`src/rtl/interrupt_sequencer.sv`:
```
// rtl/interrupt_sequencer.sv - external interrupt entry: drain, state push, vector fetch, PC redirect
module interrupt_sequencer #(
  parameter int DRAIN_CYCLES = 3,
  parameter int ADDR_W       = 20,
  parameter int VECTOR_ADDR  = 0
) (
  input  logic              clk,
  input  logic              rst,
  input  logic              start,
  input  logic              interrupt,
  input  logic [31:0]       resume_pc,
  input  logic [2:0]        flags,
  input  logic              rti_done,
  output logic              stall,
  output logic              flush,
  output logic              push_valid,
  output logic [15:0]       push_data,
  input  logic              push_ready,
  output logic              mem_rd_req,
  output logic [ADDR_W-1:0] mem_rd_addr,
  input  logic              mem_rd_valid,
  input  logic [15:0]       mem_rd_data,
  output logic              pc_load,
  output logic [31:0]       pc_load_value,
  output logic              in_isr
);

  localparam int CNT_W = (DRAIN_CYCLES > 1) ? $clog2(DRAIN_CYCLES) : 1;

  typedef enum logic [2:0] {
    S_IDLE,
    S_DRAIN,
    S_PUSH_HI,
    S_PUSH_LO,
    S_PUSH_FLG,
    S_VEC_HI,
    S_VEC_LO,
    S_JUMP
  } state_t;

  state_t             state_q, state_d;
  logic               int_q, int_d;
  logic               pending_q, pending_d;
  logic               in_isr_q, in_isr_d;
  logic [CNT_W-1:0]   cnt_q, cnt_d;
  logic [31:0]        saved_pc_q, saved_pc_d;
  logic [2:0]         saved_flg_q, saved_flg_d;
  logic [31:0]        vec_q, vec_d;
  logic               int_edge;

  // Next-state, bookkeeping registers and all outputs decoded from the current state.
  always_comb begin
    state_d       = state_q;
    int_d         = interrupt;
    pending_d     = pending_q;
    in_isr_d      = in_isr_q;
    cnt_d         = cnt_q;
    saved_pc_d    = saved_pc_q;
    saved_flg_d   = saved_flg_q;
    vec_d         = vec_q;
    stall         = 1'b0;
    flush         = 1'b0;
    push_valid    = 1'b0;
    push_data     = 16'h0000;
    mem_rd_req    = 1'b0;
    mem_rd_addr   = '0;
    pc_load       = 1'b0;
    pc_load_value = 32'h0000_0000;

    int_edge = interrupt & ~int_q & start;

    // Return from the handler re-opens the door for the next service.
    if (rti_done) begin
      in_isr_d = 1'b0;
    end

    case (state_q)
      S_IDLE: begin
        if (pending_q && !in_isr_q && start) begin
          state_d     = S_DRAIN;
          pending_d   = 1'b0;
          saved_pc_d  = resume_pc;
          saved_flg_d = flags;
          cnt_d       = CNT_W'(DRAIN_CYCLES - 1);
        end
      end
      S_DRAIN: begin
        stall = 1'b1;
        if (cnt_q == '0) begin
          state_d = S_PUSH_HI;
        end else begin
          cnt_d = cnt_q - 1'b1;
        end
      end
      S_PUSH_HI: begin
        stall      = 1'b1;
        push_valid = 1'b1;
        push_data  = saved_pc_q[31:16];
        if (push_ready) state_d = S_PUSH_LO;
      end
      S_PUSH_LO: begin
        stall      = 1'b1;
        push_valid = 1'b1;
        push_data  = saved_pc_q[15:0];
        if (push_ready) state_d = S_PUSH_FLG;
      end
      S_PUSH_FLG: begin
        stall      = 1'b1;
        push_valid = 1'b1;
        push_data  = {13'b0, saved_flg_q};
        if (push_ready) state_d = S_VEC_HI;
      end
      S_VEC_HI: begin
        stall       = 1'b1;
        mem_rd_req  = 1'b1;
        mem_rd_addr = ADDR_W'(VECTOR_ADDR);
        if (mem_rd_valid) begin
          vec_d[31:16] = mem_rd_data;
          state_d      = S_VEC_LO;
        end
      end
      S_VEC_LO: begin
        stall       = 1'b1;
        mem_rd_req  = 1'b1;
        mem_rd_addr = ADDR_W'(VECTOR_ADDR + 1);
        if (mem_rd_valid) begin
          vec_d[15:0] = mem_rd_data;
          state_d     = S_JUMP;
        end
      end
      S_JUMP: begin
        stall         = 1'b1;
        flush         = 1'b1;
        pc_load       = 1'b1;
        pc_load_value = vec_q;
        in_isr_d      = 1'b1;
        state_d       = S_IDLE;
      end
      default: begin
        state_d = S_IDLE;
      end
    endcase

    // A new edge wins over the clear on DRAIN entry so it is never lost.
    if (int_edge) begin
      pending_d = 1'b1;
    end
  end

  assign in_isr = in_isr_q;

  // State and bookkeeping registers with synchronous reset.
  always_ff @(posedge clk) begin
    if (rst) begin
      state_q     <= S_IDLE;
      int_q       <= 1'b0;
      pending_q   <= 1'b0;
      in_isr_q    <= 1'b0;
      cnt_q       <= '0;
      saved_pc_q  <= 32'h0000_0000;
      saved_flg_q <= 3'b000;
      vec_q       <= 32'h0000_0000;
    end else begin
      state_q     <= state_d;
      int_q       <= int_d;
      pending_q   <= pending_d;
      in_isr_q    <= in_isr_d;
      cnt_q       <= cnt_d;
      saved_pc_q  <= saved_pc_d;
      saved_flg_q <= saved_flg_d;
      vec_q       <= vec_d;
    end
  end

endmodule

```
`config.mk`:
```
export PLATFORM = sky130hd
export DESIGN_NAME = interrupt_sequencer
export DESIGN_NICKNAME = d
export VERILOG_FILES = /design/src/rtl/interrupt_sequencer.sv
export SDC_FILE = /design/constraint.sdc
export NUM_CORES = 1
export LEC_CHECK = 0
export BUFFER_PORTS_ARGS = -buffer_cell sky130_fd_sc_hd__buf_2
export CELL_PAD_IN_SITES_DETAIL_PLACEMENT = 0
export CELL_PAD_IN_SITES_GLOBAL_PLACEMENT = 2
export CORE_MARGIN = 2
export CORE_UTILIZATION = 27
export DETAILED_ROUTE_END_ITERATION = 12
export GPL_TIMING_DRIVEN = 0
export PLACE_DENSITY_LB_ADDON = 0.15
export SYNTH_ARGS = -nofsm -noshare
export SYNTH_HDL_FRONTEND = slang
export SYNTH_SLANG_ARGS = --single-unit
```
`constraint.sdc`:
```
create_clock -name clk -period 2 [get_ports clk]
set_input_delay 0 -clock clk [delete_from_list [all_inputs] [get_ports clk]]
set_output_delay 0 -clock clk [all_outputs]
set_load 0.02 [all_outputs]
```
==> summary.txt <==
========================================================================================================
Post-CTS clock slew at the launch and capture registers of the worst setup and hold paths        0.05 ns
DRC violation total after the first TritonRoute iteration                                            132
Placer Congestion                                                                                  0.754
Worst r2r path cells                                                                                   6
Worst setup EP type                                                                           output pin
CTS H-Tree Depth                                                                                       3
Total Neg Setup Slack                                                                               0 ns
Wire length per cell after detailed routing                                                      13.2 µm
Cell Count Post-Placement                                                                            752
Diodes inserted                                                                                        0
Met3 layer usage reported by global route                                                          3.26%
Post-synthesis register bit count                                                                     75
Largest cells by area after synthesis                                                       dfxtp_1, nand2_1, a21oi_2
Worst max-slew margin expressed relative to the limit                                              43.9%
Placement row count                                                                                   42
Worst Clk Skew                                                                                 0.0101 ns
Clock buffers created by TritonCTS                                                                     9
Count of yosys warnings during synthesis                                                               0
Crit path launch type                                                                               flop
Maximum fanout count along the critical path                                                          10
Maximum operating frequency                                                                      558 MHz
WP data arrival                                                                                  1.79 ns
Quantity of I/O buffers inserted on ports                                                            111
Fraction of post-synthesis cell area in the top cell type by area                                  41.9%
Via count of the first global-routing pass                                                          3246
Setup repair after global routing missed its margin                                                false
Max IR drop VDD                                                                               0.000300 V
NetSw                                                                                            1290 µW
First-pass DRT Iterations                                                                              4
Congestion Overflow GR                                                                                 0
# setup viols final                                                                                    0
Post-CTS setup buffer count                                                                            0
Data required, critical path                                                                     2.00 ns
Pin count of the biggest net entering global routing                                                  13
Total count of hold-check failures in the final report                                                 0
Met1 Track Usage GR                                                                                19.1%
Sw Share                                                                                           28.6%
Share of the yosys chip area belonging to registers                                                41.9%
Die W                                                                                             119 µm
Maximum number of buffers from clock root to sink                                                      2
Worst-skew pair later-pin latency                                                                0.34 ns
CTS root buffer                                                                                clkbuf_16
Wirelength, routed                                                                               10.8 mm
Final period util                                                                                  89.6%
Startpoint of the worst-slack reg-to-reg timing path                                        state_q[1]$_SDFFE_PP0P_
Cell taking the most area after synthesis                                                        dfxtp_1
Floorplan die area                                                                             14200 µm²
All-Layer GR Usage                                                                                 15.4%
Global routing usage on met2                                                                       26.0%
Syn Inst Count                                                                                       447
Sequential group share of total power                                                              35.7%
Initial antenna violation count                                                                        0
CTS tree                                                                                           built
Setup CP Type                                                                                    reg2out
Power Density                                                                                 852 nW/µm²
Flop-to-flop setup slack                                                                         0.37 ns
Filler-free cell count of the finished design                                                        820
Prevailing post-synth register cell                                                              dfxtp_1
Launch instance of the worst min-delay path                                                        start
Sum of net half-perimeters after detailed placement                                              7.68 mm
Total via count after detailed routing                                                              3435
Combined area of all synthesized cells                                                          3580 µm²
Slew @ Worst Pin                                                                                0.842 ns
Worst hold path class                                                                             in2reg
Pins over their slew limit                                                                             0
Vertical die dimension                                                                            119 µm
Relative contribution of combinational cells to total power                                        23.4%
Relative area change from synthesis to final layout                                                47.8%
Residual DRC                                                                                           0
Internal power                                                                                   3220 µW
Number of max-cap violations                                                                           0
Worst hold path depth                                                                                  5
Placeable core area                                                                            13100 µm²
Number of synthesized flops with an enable pin                                                         0
Count of antenna-violating nets left after detailed routing                                            0
Effective utilization at floorplan                                                                 27.4%
Clock period minus worst slack                                                                   1.79 ns
Wire length of the first global-routing pass                                                     16.8 mm
Fraction of final layout cells sized beyond drive strength 1                                       31.5%
Count of unique library cells instantiated by Yosys                                                   36
Clk pwr share                                                                                      40.9%
Pleak                                                                                         0.00221 µW
Post-route design area                                                                          5290 µm²
Most repeated cell in the gate-level netlist after synthesis                                     nand2_1
List of most frequent post-synthesis cells                                                  nand2_1, dfxtp_1, a21oi_1, and2_1, a21oi_2
Number of sinks on the clock net                                                                      75
End point of the most critical hold path                                                    pending_q$_SDFFE_PP0P_
Status                                                                                      finished, final reports clean
Proportion of register bits with asynchronous set or reset after synthesis                            0%
Layer with the highest usage after global routing                                                   met2
Top Ports                                                                                            132
Nets                                                                                                 698
Avg Inst Size Synth                                                                             8.01 µm²
Vias per cell                                                                                       4.19
Reg-to-reg critical path endpoint                                                           saved_pc_q[9]$_SDFFE_PP0P_
Placed cell areas                                                                               4420 µm²
========================================================================================================
-- per-layer routing --
metal / vias to the layer above / part of all wire, %
li1: 1788 / -
met1: 1545 / 46
met2: 92 / 48
met3: 10 / 4.9
met4: 0 / 1.3
met5: - / 0
-- cell type report --
class                           instances  area [µm²]
Clock inverter                          3        68.8
Sequential cell                        75        1500
Tap cell                              176         220
Timing Repair Buffer                  164        1090
Clock buffer                           13         270
Inverter                                4        15.0
Buffer                                 51         347
Fill cell                            1398        7790
Multi-Input combinational cell        334        1780
-- worst max-delay path: stages, from the launching register on --
cell	delay [ns]
dfxtp_1	0.42
buf_6	0.16
buf_2	0.30
mux2i_1	0.12
o21ai_0	0.24
buf_2	0.22
-- stage by stage --
stage | util [%] | power, µW | hold WS [ns] | setup WS (ns)
2_1_floorplan | - | 2340 | 0.128 | 0.601
6_report | 40.4 | 4510 | 0.0388 | 0.209
3_5_place_dp | 33.8 | 2640 | 0.240 | 0.322
5_1_grt | 40.4 | 4720 | 0.0732 | 0.0637
4_1_cts | 40.5 | 4570 | 0.0288 | 0.0991
3_3_place_gp | 33.8 | 2640 | 0.236 | 0.301
-- worst max-delay path by stage --
stage / cells after the start / end / slack (ns) / start
global route: 5 / push_data[2] / 0.06 / state_q[0]$_SDFFE_PP0P_
global placement: 6 / saved_pc_q[4]$_SDFFE_PP0P_ / 0.30 / state_q[1]$_SDFFE_PP0P_
floorplan: 5 / state_q[0]$_SDFFE_PP0P_ / 0.60 / state_q[0]$_SDFFE_PP0P_
CTS: 5 / pc_load_value[17] / 0.1 / state_q[2]$_SDFFE_PP0P_
detailed placement: 6 / saved_pc_q[7]$_SDFFE_PP0P_ / 0.32 / state_q[1]$_SDFFE_PP0P_
finish: 5 / push_data[2] / 0.21 / state_q[0]$_SDFFE_PP0P_
-- sequential cells by signal (all words and copies together), names as in the netlist --
name and flops:
saved_pc_q 32, cnt_q 2, vec_q 32, saved_flg_q 3, in_isr 1, state_q 3, int_q 1, pending_q 1
-- timing repair --
item                       CTS  global route
hold buffers                53             0
pin swaps                    0             0
hold endpoints to repair    69             0
gates resized for setup      2             0
cloned                       0             0
setup endpoints to repair   10             2
-- power groups by stage --
stage               sequential [µW]  clock [µW]  combinational (µW)
floorplan                      1630           0                 712
global placement               1640           0                 994
detailed placement             1640           0                 998
CTS                            1610        1880                1080
global route                   1620        1940                1160
finish                         1610        1840                1060
-- kinds of logic (layout without fill, tap and decap cells) --
group                      after synthesis  in the layout  synth area share, %
muxes                                   18             18                 5.07
buffers and inverters                   56            235                 10.1
AOI/OAI and AO/OA                       82             82                 15.3
other                                    1             19                0.105
and+or+nand+nor                        214            214                 27.1
DFF                                     75             75                 41.9
adders and majority gates                1              1                0.349
-- layout by cell type (no fill, tap or decap), types with 2 or more instances in the layout --
cell             n
nand2_1        141
buf_2          119
dfxtp_1         75
dlygate4sd3_1   53
a21oi_1         42
and2_1          34
a21oi_2         30
buf_4           24
nor2_1          19
conb_1          19
mux2i_1         17
clkbuf_1        10
clkbuf_16        9
buf_6            7
nand2b_1         5
inv_1            4
o21ai_0          4
clkbuf_8         3
and3_1           2
and3b_1          2
clkbuf_2         2
nor2b_1          2
bufinv_16        2
No activity file was read; power rests on OpenSTA's default activity.
